<file path="src/rtl/pipelined_control_unit_if.sv">
// Bundle of the front-end/datapath-facing control signals of the pipelined control unit.
// Latency: none (wires only).
// Backpressure: none; the stall_o/flush_o outputs carry the pipeline hold/kill requests.
interface pipelined_control_unit_if #(
    parameter int OP_W    = 4,
    parameter int RA_W    = 4,
    parameter int ALUOP_W = 3,
    parameter int CNT_W   = 16
);
    logic               id_valid;
    logic [OP_W-1:0]    id_opcode;
    logic [RA_W-1:0]    id_rs1;
    logic [RA_W-1:0]    id_rs2;
    logic [RA_W-1:0]    id_rd;
    logic               alu_flagN;
    logic               alu_flagZ;
    logic               stall_o;
    logic               flush_o;
    logic               pc_sel;
    logic [ALUOP_W-1:0] ex_aluop;
    logic [1:0]         ex_ri;
    logic               ex_alu_mux;
    logic [1:0]         mem_mm;
    logic               mem_am;
    logic               mem_wme1;
    logic               wb_wre;
    logic               wb_wbs;
    logic               wb_wm;
    logic [RA_W-1:0]    wb_rd;
    logic [1:0]         flags_o;
    logic               illegal_op;
    logic [CNT_W-1:0]   stall_cnt;
    logic [CNT_W-1:0]   flush_cnt;

    // Front end / datapath side: drives the ID fields and ALU flags.
    modport master (
        output id_valid, id_opcode, id_rs1, id_rs2, id_rd, alu_flagN, alu_flagZ,
        input  stall_o, flush_o, pc_sel, ex_aluop, ex_ri, ex_alu_mux,
               mem_mm, mem_am, mem_wme1, wb_wre, wb_wbs, wb_wm, wb_rd,
               flags_o, illegal_op, stall_cnt, flush_cnt
    );

    // Control unit side.
    modport slave (
        input  id_valid, id_opcode, id_rs1, id_rs2, id_rd, alu_flagN, alu_flagZ,
        output stall_o, flush_o, pc_sel, ex_aluop, ex_ri, ex_alu_mux,
               mem_mm, mem_am, mem_wme1, wb_wre, wb_wbs, wb_wm, wb_rd,
               flags_o, illegal_op, stall_cnt, flush_cnt
    );
endinterface

</file>
<file path="src/rtl/pipelined_control_unit.sv">
// Decodes the ID opcode and carries the control word through EX/MEM/WB; owns N/Z flags, branch flush, load-use stall.
// Latency: EX fields 1 cycle after ID, MEM 2, WB 3; stall_o/flush_o are combinational from the EX register.
// Backpressure: stall_o holds the front end and injects an EX bubble; flush_o (priority) kills IF/ID; MEM/WB never stall.
module pipelined_control_unit #(
    parameter int OP_W    = 4,
    parameter int RA_W    = 4,
    parameter int ALUOP_W = 3,
    parameter int CNT_W   = 16
) (
    input  logic clk,
    input  logic rst_n,
    pipelined_control_unit_if.slave bus
);
    localparam logic [OP_W-1:0] OP_SUB  = OP_W'(0);
    localparam logic [OP_W-1:0] OP_ADD  = OP_W'(1);
    localparam logic [OP_W-1:0] OP_LSL  = OP_W'(2);
    localparam logic [OP_W-1:0] OP_NEG  = OP_W'(3);
    localparam logic [OP_W-1:0] OP_BEQ  = OP_W'(4);
    localparam logic [OP_W-1:0] OP_BGT  = OP_W'(5);
    localparam logic [OP_W-1:0] OP_BLT  = OP_W'(6);
    localparam logic [OP_W-1:0] OP_B    = OP_W'(7);
    localparam logic [OP_W-1:0] OP_MOVI = OP_W'(8);
    localparam logic [OP_W-1:0] OP_LDR  = OP_W'(9);
    localparam logic [OP_W-1:0] OP_STR  = OP_W'(10);
    localparam logic [OP_W-1:0] OP_CMP  = OP_W'(11);
    localparam logic [OP_W-1:0] OP_MOVR = OP_W'(12);

    typedef struct packed {
        logic            wre;
        logic            wbs;
        logic            wm;
        logic [RA_W-1:0] rd;
    } wb_t;

    typedef struct packed {
        logic [1:0] mm;
        logic       am;
        logic       wme1;
        wb_t        wb;
    } mem_t;

    typedef struct packed {
        logic               valid;
        logic [OP_W-1:0]    op;
        logic [ALUOP_W-1:0] aluop;
        logic [1:0]         ri;
        logic               alu_mux;
        mem_t               mem;
    } ex_t;

    ex_t  dec, ex_d, ex_q;
    mem_t mem_q;
    wb_t  wb_q;
    logic use_rs1, use_rs2, legal;
    logic taken, stall;
    logic [1:0] flags_q;
    logic illegal_q;
    logic [CNT_W-1:0] stall_cnt_q, flush_cnt_q;

    // Opcode decode; every field not named for an opcode stays 0.
    always_comb begin
        dec         = '0;
        dec.valid   = 1'b1;
        dec.op      = bus.id_opcode;
        dec.mem.wb.rd = bus.id_rd;
        use_rs1     = 1'b0;
        use_rs2     = 1'b0;
        legal       = 1'b1;
        case (bus.id_opcode)
            OP_SUB, OP_ADD, OP_LSL, OP_NEG: begin
                dec.aluop      = ALUOP_W'(bus.id_opcode);
                dec.mem.mm     = 2'b01;
                dec.mem.wb.wre = 1'b1;
                dec.mem.wb.wbs = 1'b1;
                use_rs1        = 1'b1;
                use_rs2        = (bus.id_opcode != OP_NEG);
            end
            OP_BEQ, OP_BGT, OP_BLT, OP_B: begin
                dec.ri = 2'b11;
            end
            OP_MOVI: begin
                dec.ri         = 2'b10;
                dec.mem.am     = 1'b1;
                dec.mem.wb.wre = 1'b1;
                dec.mem.wb.wbs = 1'b1;
                dec.mem.wb.wm  = 1'b1;
            end
            OP_LDR: begin
                dec.ri         = 2'b10;
                dec.mem.wb.wre = 1'b1;
                use_rs1        = 1'b1;
            end
            OP_STR: begin
                dec.aluop    = ALUOP_W'(4);
                dec.ri       = 2'b10;
                dec.mem.mm   = 2'b10;
                dec.mem.am   = 1'b1;
                dec.mem.wme1 = 1'b1;
                use_rs1      = 1'b1;
                use_rs2      = 1'b1;
            end
            OP_CMP: begin
                dec.aluop = ALUOP_W'(5);
                use_rs1   = 1'b1;
                use_rs2   = 1'b1;
            end
            OP_MOVR: begin
                dec.mem.mm     = 2'b01;
                dec.mem.wb.wre = 1'b1;
                dec.mem.wb.wbs = 1'b1;
                use_rs1        = 1'b1;
            end
            default: begin
                legal = 1'b0;
            end
        endcase
    end

    // Branch resolution in EX against the architectural flag register, and load-use detection.
    always_comb begin
        taken = 1'b0;
        if (ex_q.valid) begin
            case (ex_q.op)
                OP_B:    taken = 1'b1;
                OP_BEQ:  taken = flags_q[0];
                OP_BGT:  taken = ~flags_q[1];
                OP_BLT:  taken = flags_q[1];
                default: taken = 1'b0;
            endcase
        end
        stall = ~taken && ex_q.valid && (ex_q.op == OP_LDR) && bus.id_valid &&
                ((use_rs1 && (bus.id_rs1 == ex_q.mem.wb.rd)) ||
                 (use_rs2 && (bus.id_rs2 == ex_q.mem.wb.rd)));
        ex_d = (taken || stall || ~bus.id_valid || ~legal) ? '0 : dec;
    end

    // Stage registers: EX takes the decoded word or a bubble; MEM and WB always advance.
    always_ff @(posedge clk or negedge rst_n) begin
        if (!rst_n) begin
            ex_q  <= '0;
            mem_q <= '0;
            wb_q  <= '0;
        end else begin
            ex_q  <= ex_d;
            mem_q <= ex_q.mem;
            wb_q  <= mem_q.wb;
        end
    end

    // Flag register loads from the ALU only when a valid cmp is in EX; illegal flag is sticky.
    always_ff @(posedge clk or negedge rst_n) begin
        if (!rst_n) begin
            flags_q   <= 2'b00;
            illegal_q <= 1'b0;
        end else begin
            if (ex_q.valid && (ex_q.op == OP_CMP))
                flags_q <= {bus.alu_flagN, bus.alu_flagZ};
            if (bus.id_valid && ~legal && ~taken)
                illegal_q <= 1'b1;
        end
    end

    // Saturating event counters.
    always_ff @(posedge clk or negedge rst_n) begin
        if (!rst_n) begin
            stall_cnt_q <= '0;
            flush_cnt_q <= '0;
        end else begin
            if (stall && ~&stall_cnt_q)
                stall_cnt_q <= stall_cnt_q + CNT_W'(1);
            if (taken && ~&flush_cnt_q)
                flush_cnt_q <= flush_cnt_q + CNT_W'(1);
        end
    end

    assign bus.stall_o    = stall;
    assign bus.flush_o    = taken;
    assign bus.pc_sel     = taken;
    assign bus.ex_aluop   = ex_q.aluop;
    assign bus.ex_ri      = ex_q.ri;
    assign bus.ex_alu_mux = ex_q.alu_mux;
    assign bus.mem_mm     = mem_q.mm;
    assign bus.mem_am     = mem_q.am;
    assign bus.mem_wme1   = mem_q.wme1;
    assign bus.wb_wre     = wb_q.wre;
    assign bus.wb_wbs     = wb_q.wbs;
    assign bus.wb_wm      = wb_q.wm;
    assign bus.wb_rd      = wb_q.rd;
    assign bus.flags_o    = flags_q;
    assign bus.illegal_op = illegal_q;
    assign bus.stall_cnt  = stall_cnt_q;
    assign bus.flush_cnt  = flush_cnt_q;
endmodule

</file>
<file path="src/flat_wrapper.sv">
// flat-port wrapper written by rule: the top's interface ports become plain ports
module pipelined_control_unit_flat 
#(
    parameter int OP_W    = 4,
    parameter int RA_W    = 4,
    parameter int ALUOP_W = 3,
    parameter int CNT_W   = 16
)
  (clk, rst_n, bus_id_valid, bus_id_opcode, bus_id_rs1, bus_id_rs2, bus_id_rd, bus_alu_flagN, bus_alu_flagZ, bus_stall_o, bus_flush_o, bus_pc_sel, bus_ex_aluop, bus_ex_ri, bus_ex_alu_mux, bus_mem_mm, bus_mem_am, bus_mem_wme1, bus_wb_wre, bus_wb_wbs, bus_wb_wm, bus_wb_rd, bus_flags_o, bus_illegal_op, bus_stall_cnt, bus_flush_cnt);
  pipelined_control_unit_if #(.OP_W(OP_W), .RA_W(RA_W), .ALUOP_W(ALUOP_W), .CNT_W(CNT_W)) bus_i ();
  input  logic clk;
  input  logic rst_n;
  input wire logic [$bits(bus_i.id_valid)-1:0] bus_id_valid;
  input wire logic [$bits(bus_i.id_opcode)-1:0] bus_id_opcode;
  input wire logic [$bits(bus_i.id_rs1)-1:0] bus_id_rs1;
  input wire logic [$bits(bus_i.id_rs2)-1:0] bus_id_rs2;
  input wire logic [$bits(bus_i.id_rd)-1:0] bus_id_rd;
  input wire logic [$bits(bus_i.alu_flagN)-1:0] bus_alu_flagN;
  input wire logic [$bits(bus_i.alu_flagZ)-1:0] bus_alu_flagZ;
  output wire logic [$bits(bus_i.stall_o)-1:0] bus_stall_o;
  output wire logic [$bits(bus_i.flush_o)-1:0] bus_flush_o;
  output wire logic [$bits(bus_i.pc_sel)-1:0] bus_pc_sel;
  output wire logic [$bits(bus_i.ex_aluop)-1:0] bus_ex_aluop;
  output wire logic [$bits(bus_i.ex_ri)-1:0] bus_ex_ri;
  output wire logic [$bits(bus_i.ex_alu_mux)-1:0] bus_ex_alu_mux;
  output wire logic [$bits(bus_i.mem_mm)-1:0] bus_mem_mm;
  output wire logic [$bits(bus_i.mem_am)-1:0] bus_mem_am;
  output wire logic [$bits(bus_i.mem_wme1)-1:0] bus_mem_wme1;
  output wire logic [$bits(bus_i.wb_wre)-1:0] bus_wb_wre;
  output wire logic [$bits(bus_i.wb_wbs)-1:0] bus_wb_wbs;
  output wire logic [$bits(bus_i.wb_wm)-1:0] bus_wb_wm;
  output wire logic [$bits(bus_i.wb_rd)-1:0] bus_wb_rd;
  output wire logic [$bits(bus_i.flags_o)-1:0] bus_flags_o;
  output wire logic [$bits(bus_i.illegal_op)-1:0] bus_illegal_op;
  output wire logic [$bits(bus_i.stall_cnt)-1:0] bus_stall_cnt;
  output wire logic [$bits(bus_i.flush_cnt)-1:0] bus_flush_cnt;
  assign bus_i.id_valid = bus_id_valid;
  assign bus_i.id_opcode = bus_id_opcode;
  assign bus_i.id_rs1 = bus_id_rs1;
  assign bus_i.id_rs2 = bus_id_rs2;
  assign bus_i.id_rd = bus_id_rd;
  assign bus_i.alu_flagN = bus_alu_flagN;
  assign bus_i.alu_flagZ = bus_alu_flagZ;
  assign bus_stall_o = bus_i.stall_o;
  assign bus_flush_o = bus_i.flush_o;
  assign bus_pc_sel = bus_i.pc_sel;
  assign bus_ex_aluop = bus_i.ex_aluop;
  assign bus_ex_ri = bus_i.ex_ri;
  assign bus_ex_alu_mux = bus_i.ex_alu_mux;
  assign bus_mem_mm = bus_i.mem_mm;
  assign bus_mem_am = bus_i.mem_am;
  assign bus_mem_wme1 = bus_i.mem_wme1;
  assign bus_wb_wre = bus_i.wb_wre;
  assign bus_wb_wbs = bus_i.wb_wbs;
  assign bus_wb_wm = bus_i.wb_wm;
  assign bus_wb_rd = bus_i.wb_rd;
  assign bus_flags_o = bus_i.flags_o;
  assign bus_illegal_op = bus_i.illegal_op;
  assign bus_stall_cnt = bus_i.stall_cnt;
  assign bus_flush_cnt = bus_i.flush_cnt;
  pipelined_control_unit #(.OP_W(OP_W), .RA_W(RA_W), .ALUOP_W(ALUOP_W), .CNT_W(CNT_W)) u_core (.clk(clk), .rst_n(rst_n), .bus(bus_i));
endmodule
</file>
<file path="config.mk">
export PLATFORM = sky130hd
export DESIGN_NAME = pipelined_control_unit_flat
export DESIGN_NICKNAME = d
export VERILOG_FILES = /design/src/rtl/pipelined_control_unit_if.sv /design/src/rtl/pipelined_control_unit.sv /design/src/flat_wrapper.sv
export SDC_FILE = /design/constraint.sdc
export NUM_CORES = 1
export LEC_CHECK = 0
export ABC_AREA = 1
export BUFFER_PORTS_ARGS = -buffer_cell sky130_fd_sc_hd__buf_2
export CORE_MARGIN = 4
export CORE_UTILIZATION = 27
export CTS_BUF_LIST = sky130_fd_sc_hd__clkbuf_16
export DETAILED_ROUTE_END_ITERATION = 7
export PLACE_DENSITY_LB_ADDON = 0.05
export RECOVER_POWER = 50
export SLEW_MARGIN = 20
export SYNTH_ARGS = -nofsm -noshare
export SYNTH_HDL_FRONTEND = slang
export SYNTH_SLANG_ARGS = --single-unit
</file>
<file path="constraint.sdc">
create_clock -name clk -period 1.8 [get_ports clk]
set_input_delay 0.36 -clock clk [delete_from_list [all_inputs] [get_ports clk]]
set_output_delay 0.36 -clock clk [all_outputs]
set_load 0.1 [all_outputs]
</file>
After elaboration in Yosys (flattened, before gate mapping):

Index checks and enable logic that the tools add are counted.

* $add $sub $neg: 2
* equal/unequal tests: 21
* mux-type cells: 14
* bitwise logic cells: 4
* reduce and logical (&&, ||, !) cells: 30

Operators with widths (number)
* 16-bit by 1-bit adder with 16-bit output (second input constant): 2
* 4-bit by 3-bit equality test with 1-bit output (second input constant): 8
* 16-bit AND reduction: 2
* 4-bit equality test (second input constant): 7
* 22-bit 2-to-1 mux: 1
* 13-bit OR reduction: 1
* 1-bit logical AND: 11
* 3-bit one-hot mux with 3 select lines: 1
* 4-bit by 2-bit equality test with 1-bit output (second input constant): 2
* 4-bit equality test: 2
* 1-bit 2-to-1 mux: 8
* 2-bit one-hot mux with 2 select lines: 2
* 4-bit OR reduction: 2
* 8-bit OR reduction: 1
* 7-bit OR reduction: 1
* 6-bit OR reduction: 1
* 5-bit OR reduction: 1
* 4-bit by 1-bit equality test with 1-bit output (second input constant): 1
* 4-bit logical NOT: 1
* 1-bit logical OR: 4
* 4-bit by 2-bit != test with 1-bit output (second input constant): 1
* 1-bit inverter: 4
* 1-bit one-hot mux with 4 select lines: 1
* 2-bit OR reduction: 2
* 3 further kinds: 4

* register bits after elaboration: 75
* input port bits: 21
* output and inout port bits: 55
* logic and storage cells: 98

Longest topological paths before layout:

Gate-level depths: netlist of the first run.

* depth after elaboration: 12
* gate-level depth with buffers: 10
* depth with buffers taken out: 9

Least setup slack after synthesis of the first run:

No wires, ideal clock.

* kind: register to output
* start: reg u_core.flags_q[1], in the netlist u_core.bus.flags_o[1]
* end: out bus_pc_sel
* data arrival time: 2.569 ns
* data required time: 1.440 ns
* path slack: -1.129 ns
* cell stages (with the launch flop): 4
* path buffers: 1
* cells stage by stage: dfrtp_1 > a21oi_1 > a21oi_2 > buf_4

* cells in the longest elaborated chain, start to end: 3

Ends and longest elaborated chain
* start, declared: line pipelined_control_unit.sv:56 `logic [1:0] flags_q;`
* start signal, assigned: line pipelined_control_unit.sv:157 `flags_q <= {bus.alu_flagN, bus.alu_flagZ};`
* 1-bit inverter: line pipelined_control_unit.sv:126 `OP_BGT: taken = ~flags_q[1];`
* 1-bit one-hot mux with 4 select lines *: line pipelined_control_unit.sv:123 `case (ex_q.op)`
* 1-bit 2-to-1 mux *: line pipelined_control_unit.sv:122 `if (ex_q.valid) begin`
* end, declared: line flat_wrapper.sv:22 `output wire logic [$bits(bus_i.pc_sel)-1:0] bus_pc_sel;`

Every way passes the cells marked *; elsewhere a longest branch is shown, timed or not.

Worst setup path after layout of the first run:

* start: reg u_core.ex_q[0] (netlist bit)
* end: out bus_stall_o

* cells in the longest elaborated chain, start to end: 4
* elaborated cells on any way between the ends: 6
* those cells by class: 2 x eq/ne; 4 x reduce/logical

Ends and longest elaborated chain
* start, declared: line pipelined_control_unit.sv:51 `ex_t dec, ex_d, ex_q;`
* start signal, assigned: line pipelined_control_unit.sv:140 `ex_q <= '0;`
* start signal, assigned: line pipelined_control_unit.sv:144 `ex_q <= ex_d;`
* 4-bit equality test (on tied branches): line pipelined_control_unit.sv:132, pipelined_control_unit.sv:133
* 1-bit logical AND (on tied branches): line pipelined_control_unit.sv:132, pipelined_control_unit.sv:133
* 1-bit logical OR *: line pipelined_control_unit.sv:132 `((use_rs1 && (bus.id_rs1 == ex_q.mem.wb.rd)) ||`
* 1-bit logical AND *: line pipelined_control_unit.sv:131 `stall = ~taken && ex_q.valid && (ex_q.op == OP_LDR) && bus.id_valid &&`
* end, declared: line flat_wrapper.sv:20 `output wire logic [$bits(bus_i.stall_o)-1:0] bus_stall_o;`

Marks and branches as above.

==> results of run 1 <==
==> cells in the mapped netlist, drive strengths merged (2+ instances only) <==
library cell	count	share of area
xor2	11	0.027
xnor2	10	0.024
nor3	7	0.0097
buf	17	0.037
nand2	152	0.16
o21ai	14	0.019
nand4	24	0.042
ha	2	0.0070
nor2	57	0.064
inv	51	0.053
dfrtp	72	0.50
nand3	17	0.029
a21oi	4	0.0066
==> report_power, final <==
part,internal (uW),switching (uW)
Sequential,1700,74.5
Combinational,173,622
Clock,1070,721
==> stage by stage <==
step | std cells | power [uW]
finish | 717 | 4370
global route | 717 | 4580
CTS | 717 | 4467
detailed placement | 696 | 2607
global placement | 696 | 2604
floorplan | 446 | 2395
==> per-layer routing <==
layer | track usage | vias up | wire, um
met5 | 0 | - | 0
met4 | 0.04429 | 0 | 108
met2 | 0.2127 | 57 | 4305
met3 | 0.04529 | 12 | 478
li1 | - | 1590 | -
met1 | 0.1718 | 1444 | 4242
==> path summary, 6_finish.rpt <==
kind	startpoint	end	slack, ps	depth (start not counted)
max in group asynchronous	rst_n	u_core.bus.flush_cnt[2]	280	3
min reg2reg	u_core.mem_q[0]	u_core.bus.wb_rd[0]	340	0
min in group asynchronous	rst_n	u_core.bus.wb_wre	590	2
min	bus_id_rd[2]	u_core.ex_q[2]	220	3
max reg2reg	u_core.ex_q[19]	u_core.bus.stall_cnt[14]	130	6
max	u_core.ex_q[0]	bus_stall_o	-110	9
==> final cells by class <==
type	count	share of cell area
Sequential cell	72	0.3903
Timing Repair Buffer	100	0.1323
Clock inverter	7	0.01488
Multi-Input combinational cell	306	0.3270
Inverter	51	0.04198
Clock buffer	9	0.04782
Tap cell	172	0.04570
==> cells by family (layout without fill, tap and decap cells) <==
| family | count (synthesis) | count (layout) | synth area share |
|---|---|---|---|
| simple gates | 261 | 261 | 0.3177 |
| flops | 72 | 72 | 0.5005 |
| buf+inv | 68 | 167 | 0.09037 |
| compound gates | 21 | 21 | 0.03233 |
| xor+xnor | 21 | 21 | 0.05109 |
| fa+ha+maj | 2 | 2 | 0.006951 |
| other cells | 1 | 1 | 0.001042 |
==> worst max-delay path, delay by kind of cell, from the launching register on <==
family,cells,cell delay (ps)
AND/OR/NAND/NOR,6,480
flip-flops,1,410
buffers and inverters,3,300
==> state kept, by name, summed over array words and instances, names as in the netlist <==
register	flops
u_core.bus.ex_ri	2
u_core.bus.wb_rd	4
u_core.bus.illegal_op	1
u_core.bus.ex_aluop	3
u_core.bus.wb_wbs	1
u_core.mem_q	7
u_core.bus.mem_mm	2
u_core.bus.flush_cnt	16
u_core.bus.flags_o	2
u_core.bus.wb_wre	1
u_core.bus.mem_am	1
u_core.bus.wb_wm	1
u_core.bus.stall_cnt	16
u_core.ex_q	15
==> timing repair <==
action	in CTS	in global routing
resized for setup	5	6
endpoints found under the setup margin	3	18
hold buffers	1	0
pin swaps	4	8
setup buffers	4	0
hold endpoints to repair	24	0
==> impl_metrics.tcl, run 1 <==
set metrics [dict create \
    worstMarginPinSlew_ps 689.4 \
    num_vias 3103 \
    h-tree-depth 3 \
    violations "setup timing" \
    cp_max_fo 4 \
    start_kind "flip-flop" \
    mostFrequentLayoutCells "nand2_1 (145), buf_2 (70), dfrtp_1 (51)" \
    place_ws_ps -76.36 \
    syn2layout_area_growth_pct 30.83 \
    antenna_found_initial 0 \
    avgViaCountPerCell 4.328 \
    initial_core_util 0.2807 \
    utilization 0.3672 \
    worst_path_largest_cell_delay_ps 410 \
    async_reset_ff_frac 1.000 \
    synth-main-ff-cell "dfrtp_1" \
    slowest_stage "dfrtp_1" \
    grt_pass1_wl_um 15870 \
    p_leak_uw 0.002375 \
    cp.required_ps 1440 \
    synth_edf_count 0 \
    crit_arrival_ps 1550 \
    dr.pass1.iters 4 \
    setup_ws_ps -114.3 \
    clkLatencyLatePin_ps 340 \
    syn_inst 446 \
    crit_type "flip-flop to primary output" \
    io_pins 76 \
    yosys_warnings 0 \
    worst_setup_path_end_kind "primary output" \
    ant_nets 0 \
    vdd.ir_drop.worst_mv 0.5015 \
    syn_area_per_cell_um2 8.071 \
    synth-seq-cells 72 \
    hold-worst-slack_ps 224.8 \
    syn-cell-area_mm2 0.003600 \
    drv_cap 0 \
    routed_wl_um 9133 \
    port_buffers 74 \
    crit_chain "inv_2 > nand2_1 > nand2_1 > nor2_2 > nand3_2 > nand2_4 > nand2_4 > clkinvlp_4 > buf_12" \
    grt_pass1_vias 3227 \
    synth_cell_types 31 \
    tritoncts "built" \
    status "finished with violations" \
    antenna_cells 0 \
    grt_usage 0.1341 \
    clockBufferDepth 2 \
    grt_overflow_total 0 \
    finalHoldViolations 0 \
    clock_sinks 72 \
    design_area_mm2 0.004710 \
    hold_path.class "input pin to flip-flop" \
    fillers 1378 \
    fin_nets 563 \
    wire_per_inst_um 12.74 \
    setup-violations-final 3 \
    die_area_mm2 0.01524 \
    max_freq_mhz 522.4 \
    multiInputGateArea_mm2 0.001540 \
    period_share 1.063 \
    final_common_cell "nand2_1" \
    route.detailed.drc 0 \
    final.setup.tns_ps -330.4 \
    numCtsBuffers 9 \
    rsz0062_at_grt "yes" \
    drive_above_1_share 0.2991 \
    core_area_mm2 0.01282 \
    grt_max_degree 35 \
    dp.final_hpwl_um 6844 \
    relSlewSlack 0.5404 \
    power_density_mw_per_mm2 927.9 \
    clkTransAtPathRegs_ps 60 \
    finalCriticalPeriod_ps 1914 \
    rows 41 \
    die_w_um 123.5 \
    drt-initial-drc-count 135 \
    skew_ps 4.797 \
    regArea_mm2 0.001838 \
    maxSlewViolCount 0 \
    place_congestion 0.8113 \
    ys_seq_area_frac 0.5005 \
    die_y_um 123.5 \
    cts_root_buf "clkbuf_16" \
    synth_nets 469 \
    placed_area_mm2 0.004364 \
]
(Power assumes the default switching activity.)
==> run 2: changes to the inputs <==
CORE_ASPECT_RATIO = 0.7   (was unset)
==> run 2 against run 1 <==
Compared with the run above:
- the run still ends with setup timing left
- global-route usage is 0.40 points lower
- power is 0.25% higher
- critical path depth stayed put
- clock power hardly changed
- largest cell class unchanged
- largest power group unchanged
- critical endpoint unchanged
- design area is 2.1% higher
- highest routed layer unchanged
==> impl_metrics.tcl, run 2 (synthesized netlist as in run 1, its figures left out) <==
set metrics [dict create \
    period_share 1.065 \
    cp.required_ps 1440 \
    avgViaCountPerCell 4.341 \
    antenna_found_initial 0 \
    start_kind "flip-flop" \
    routed_wl_um 9421 \
    ant_nets 0 \
    tritoncts "built" \
    final_common_cell "nand2_1" \
    rows 34 \
    drive_above_1_share 0.3092 \
    port_buffers 74 \
    power_density_mw_per_mm2 910.9 \
    hold_path.class "input pin to flip-flop" \
    die_w_um 146.0 \
    place_congestion 0.7952 \
    worst_setup_path_end_kind "primary output" \
    fillers 1330 \
    route.detailed.drc 0 \
    crit_type "flip-flop to primary output" \
    worstMarginPinSlew_ps 626.8 \
    crit_arrival_ps 1560 \
    vdd.ir_drop.worst_mv 0.4344 \
    status "finished with violations" \
    clkLatencyLatePin_ps 330 \
    grt_usage 0.1301 \
    mostFrequentLayoutCells "nand2_1 (145), buf_2 (70), dfrtp_1 (51)" \
    relSlewSlack 0.5822 \
    finalHoldViolations 0 \
    maxSlewViolCount 0 \
    grt_overflow_total 0 \
    drt-initial-drc-count 87 \
    fin_nets 571 \
    rsz0062_at_grt "yes" \
    dr.pass1.iters 4 \
    setup-violations-final 3 \
    cp_max_fo 4 \
    grt_pass1_vias 3095 \
    h-tree-depth 3 \
    antenna_cells 0 \
    skew_ps 6.546 \
    drv_cap 0 \
    initial_core_util 0.2830 \
    violations "setup timing" \
    clockBufferDepth 2 \
    setup_ws_ps -117.3 \
    grt_max_degree 35 \
    p_leak_uw 0.002431 \
    fin_cells 715 \
    dp.final_hpwl_um 6918 \
    core_area_mm2 0.01272 \
    place_ws_ps -70.51 \
    die_y_um 104.6 \
    grt_pass1_wl_um 15900 \
    num_vias 3104 \
    numCtsBuffers 9 \
    syn2layout_area_growth_pct 33.61 \
    cts_root_buf "clkbuf_16" \
    dp.cells 693 \
    clock_sinks 72 \
    finalCriticalPeriod_ps 1917 \
    io_pins 76 \
    wire_per_inst_um 13.18 \
    clkTransAtPathRegs_ps 60 \
    die_area_mm2 0.01527 \
    max_freq_mhz 521.6 \
]
## run 2: path summary, 6_finish.rpt
kind | endpoint | slack, ps | start | cells past startpoint
min in group asynchronous | u_core.bus.flush_cnt[7] | 580 | rst_n | 2
max | bus_stall_o | -120 | u_core.ex_q[0] | 9
min reg2reg | u_core.mem_q[6] | 350 | u_core.ex_q[6] | 0
max in group asynchronous | u_core.bus.flush_cnt[5] | 130 | rst_n | 4
max reg2reg | u_core.bus.stall_cnt[8] | 130 | u_core.ex_q[19] | 7
min | u_core.ex_q[2] | 230 | bus_id_rd[2] | 3
## run 2: metal layers
metal | track usage | wire (um) | share of wire
met5 | 0 | 0 | 0
met4 | 0.04295 | 116 | 0.012
met3 | 0.03765 | 459 | 0.049
met2 | 0.1884 | 3966 | 0.42
met1 | 0.1866 | 4878 | 0.52
## run 2: power by group
group / internal [uW] / switching (uW)
clock network: 1070 / 716
logic: 183 / 628
registers: 1700 / 74.6
total: 2960 / 1420
## run 2: layout make-up
cell class	count	area [um2]	area share
clock buffers	9	225.2	0.04683
multi-input cells	306	1550	0.3223
clock inverters	7	72.57	0.01509
flip-flops and latches	72	1838	0.3822
inverters	51	197.7	0.04110
well taps	162	202.7	0.04214
repair buffers	108	723.2	0.1504
## run 2: timing repair
| action | in CTS | in global routing |
|---|---|---|
| buffers inserted | 5 | 0 |
| setup endpoints to repair | 3 | 19 |
| endpoints found under the hold margin | 22 | 0 |
| pin swaps | 8 | 3 |
| resized for setup | 9 | 3 |
| hold buffers | 1 | 0 |
## run 2: per-stage QoR
step | total power (uW) | hold slack, ps | TNS [ps] | area, um2 | utilization
floorplan | 2395 | 64.41 | -8609 | 3711 | -
global placement | 2611 | 298.5 | -33.79 | 4429 | 0.3482
detailed placement | 2616 | 302.2 | -79.28 | 4429 | 0.3482
CTS | 4477 | 213.5 | -316.2 | 4815 | 0.3785
global route | 4613 | 219.6 | -4548 | 4810 | 0.3781
finish | 4381 | 230.1 | -280.0 | 4810 | 0.3781
## run 2: worst max-delay path: stages, from the launching register on
cell and delay, ps:
dfrtp_1 390, inv_1 70, nand2_1 60, nand2_1 60
nor2_2 140, nand3_2 110, nand2_4 90, nand2_4 50
clkinvlp_4 90, buf_12 160
==> run 3: changes to the inputs <==
ABC_AREA = unset   (was 1)
MAX_ROUTING_LAYER = met4   (was unset)
==> run 3 against run 2 <==
Compared with the run above:
- the run still ends with setup timing left
- non-clock buffer count up 19
- routed wire length down 17%
- register-to-register slack worse by 330 ps
- sequential share of layout area down 0.32 points
- synthesized cell count down 42%
- critical path type unchanged
- critical endpoint is now bus_flush_o
- largest cell class unchanged
==> impl_metrics.tcl, run 3 <==
set metrics [dict create \
    tritoncts "built" \
    dr.pass1.iters 4 \
    worst_path_largest_cell_delay_ps 400 \
    violations "setup timing" \
    fillers 1066 \
    core_area_mm2 0.01113 \
    syn_inst 257 \
    crit_chain "or3b_4 > a211o_4 > clkinvlp_4 > buf_12" \
    clock_sinks 72 \
    yosys_warnings 0 \
    synth-main-ff-cell "dfrtp_1" \
    rows 32 \
    h-tree-depth 3 \
    clkTransAtPathRegs_ps 50 \
    synth-seq-cells 72 \
    mostFrequentLayoutCells "buf_2 (70), dfrtp_1 (38), buf_4 (36)" \
    synth_cell_types 48 \
    grt_pass1_vias 2420 \
    grt_overflow_total 0 \
    max_freq_mhz 466.1 \
    worst_setup_path_end_kind "primary output" \
    grt_max_degree 73 \
    io_pins 76 \
    relSlewSlack 0.3368 \
    die_y_um 97.89 \
    grt_pass1_wl_um 12960 \
    numCtsBuffers 9 \
    synth_edf_count 0 \
    grt_usage 0.1294 \
    p_clk_frac 0.409 \
    die_area_mm2 0.01335 \
    power_frac_seq 0.388 \
    synth_nets 280 \
    maxSlewViolCount 0 \
    p_leak_uw 0.002381 \
    fin_nets 402 \
    port_buffers 74 \
    synthXorXnorAreaFrac 0.1068 \
    drive_above_1_share 0.6641 \
    synthTopCellsByCount "dfrtp_1 (72), xnor2_1 (23), nand3_1 (17)" \
    async_reset_ff_frac 1.000 \
    cp.required_ps 1440 \
    wl_met1_um 4158 \
    skew_ps 9.278 \
    synth.area.top_cells "dfrtp_1 (58%), xnor2_1 (6.5%), xor2_1 (4.2%)" \
    utilization 0.4462 \
    drv_cap 0 \
    synthMuxAreaShare 0.02128 \
    synth_top_family_by_area "simple AND/OR/NAND/NOR gates" \
    syn_area_per_cell_um2 12.13 \
    dp.final_hpwl_um 5535 \
    yosysTopAreaCell "dfrtp_1" \
    setup-violations-final 46 \
    drt-initial-drc-count 94 \
    crit_arrival_ps 1790 \
    ys_seq_area_frac 0.5781 \
    setup_ws_ps -345.4 \
    wire_per_inst_um 14.57 \
    p_sw_uw 1330 \
    met3RoutedLength_um 359 \
    period_share 1.192 \
    antenna_cells 0 \
    finalHoldViolations 0 \
    vdd.ir_drop.worst_mv 0.5566 \
    initial_core_util 0.2800 \
    die_w_um 136.4 \
    clkLatencyLatePin_ps 330 \
    wl_met2_um 3211 \
    synth-adder-area-share 0.008029 \
    route.detailed.drc 0 \
    ant_nets 0 \
    worstMarginPinSlew_ps 994.8 \
    netlist.area_leader.share 0.5781 \
    cp_max_fo 3 \
    start_kind "flip-flop" \
    p_int_uw 3188 \
    total_power_uw 4518 \
    combinationalPowerShare 0.202 \
    syn2layout_area_growth_pct 59.33 \
    rsz0062_at_grt "yes" \
    top_layer "met4" \
    finalCriticalPeriod_ps 2145 \
    hold_path.class "input pin to flip-flop" \
    synth.most_common_cell "dfrtp_1" \
    final_common_cell "buf_2" \
    slowest_stage "or3b_4" \
    routed_wl_um 7822 \
    syn-cell-area_mm2 0.003117 \
    cts_root_buf "clkbuf_16" \
    num_vias 2297 \
    place_congestion 0.7490 \
    swShare 0.2944 \
    status "finished with violations" \
    crit_type "flip-flop to primary output" \
    antenna_found_initial 0 \
    synth_compound_area_frac 0.03452 \
    power_density_mw_per_mm2 909.7 \
    avgViaCountPerCell 4.277 \
    synth-simple-area-share 0.2079 \
    clockBufferDepth 2 \
]
## run 3: critical path, delay by kind of cell (launching register included)
kind                   cells  cell delay [ps]
AND/OR/NAND/NOR            1              400
flip-flops                 1              380
AO/OA/AOI/OAI              1              360
buffers and inverters      2              320
## run 3: area by class of cell
cell class,count,area [um2],share of cell area
Clock buffer,9,225.2,0.04535
Inverter,5,30.03,0.006047
Sequential cell,72,1882,0.3789
Timing Repair Buffer,127,927.1,0.1867
Tap cell,153,191.4,0.03855
Multi-Input combinational cell,164,1623,0.3268
Clock inverter,7,87.58,0.01764
## run 3: path summary, 6_finish.rpt
check                      cells after the start  slack, ps                 endpoint            start
max                                            4       -350              bus_flush_o  u_core.ex_q[17]
min                                            2        240           u_core.ex_q[0]     bus_id_rd[0]
max reg2reg                                    7       -200  u_core.bus.flush_cnt[7]  u_core.ex_q[17]
min reg2reg                                    0        340          u_core.mem_q[5]   u_core.ex_q[5]
max in group asynchronous                      2        730  u_core.bus.stall_cnt[4]            rst_n
min in group asynchronous                      2        330  u_core.bus.flush_cnt[7]            rst_n
## run 3: repair_timing
action,in CTS,in global routing
setup endpoints to repair,38,55
pin swaps,19,26
cloned,1,0
hold buffers,0,0
buffers inserted,8,10
gates resized for setup,50,39
## run 3: through the flow
step | instance area, um2 | TNS [ps] | setup slack [ps] | cells | hold WS, ps
3_5_place_dp | 4098 | -2006 | -101.6 | 506 | 334.7
4_1_cts | 4747 | -6881 | -359.8 | 531 | 52.38
2_1_floorplan | 3316 | -6251 | -526.2 | 257 | 64.41
6_report | 4966 | -4989 | -345.4 | 537 | 236.2
3_3_place_gp | 4098 | -1122 | -94.23 | 506 | 331.1
5_1_grt | 4966 | -9672 | -402.1 | 537 | 229.8
## run 3: logic make-up (layout without fill, tap and decap cells)
kind of cell,count (synthesis),after routing
AOI/OAI and AO/OA,14,14
xor gates and xnor gates,38,38
adders and majority gates,2,2
buffers and inverters,21,148
DFF,72,72
muxes,6,6
other,1,1
and+or+nand+nor,103,103
## run 3: power by group through the flow
stage | sequential (uW) | clock (uW) | combinational [uW]
5_1_grt | 1760 | 1990 | 974
3_3_place_gp | 1780 | 0 | 813
3_5_place_dp | 1780 | 0 | 812
2_1_floorplan | 2120 | 0 | 217
6_report | 1750 | 1850 | 914
4_1_cts | 1750 | 1920 | 892
## run 3: routing by layer
| metal | vias to the layer above | global-route usage |
|---|---|---|
| li1 | 1122 | - |
| met1 | 1110 | 0.1935 |
| met2 | 57 | 0.1647 |
| met3 | 8 | 0.04480 |
| met4 | 0 | 0.03098 |
| met5 | - | - |
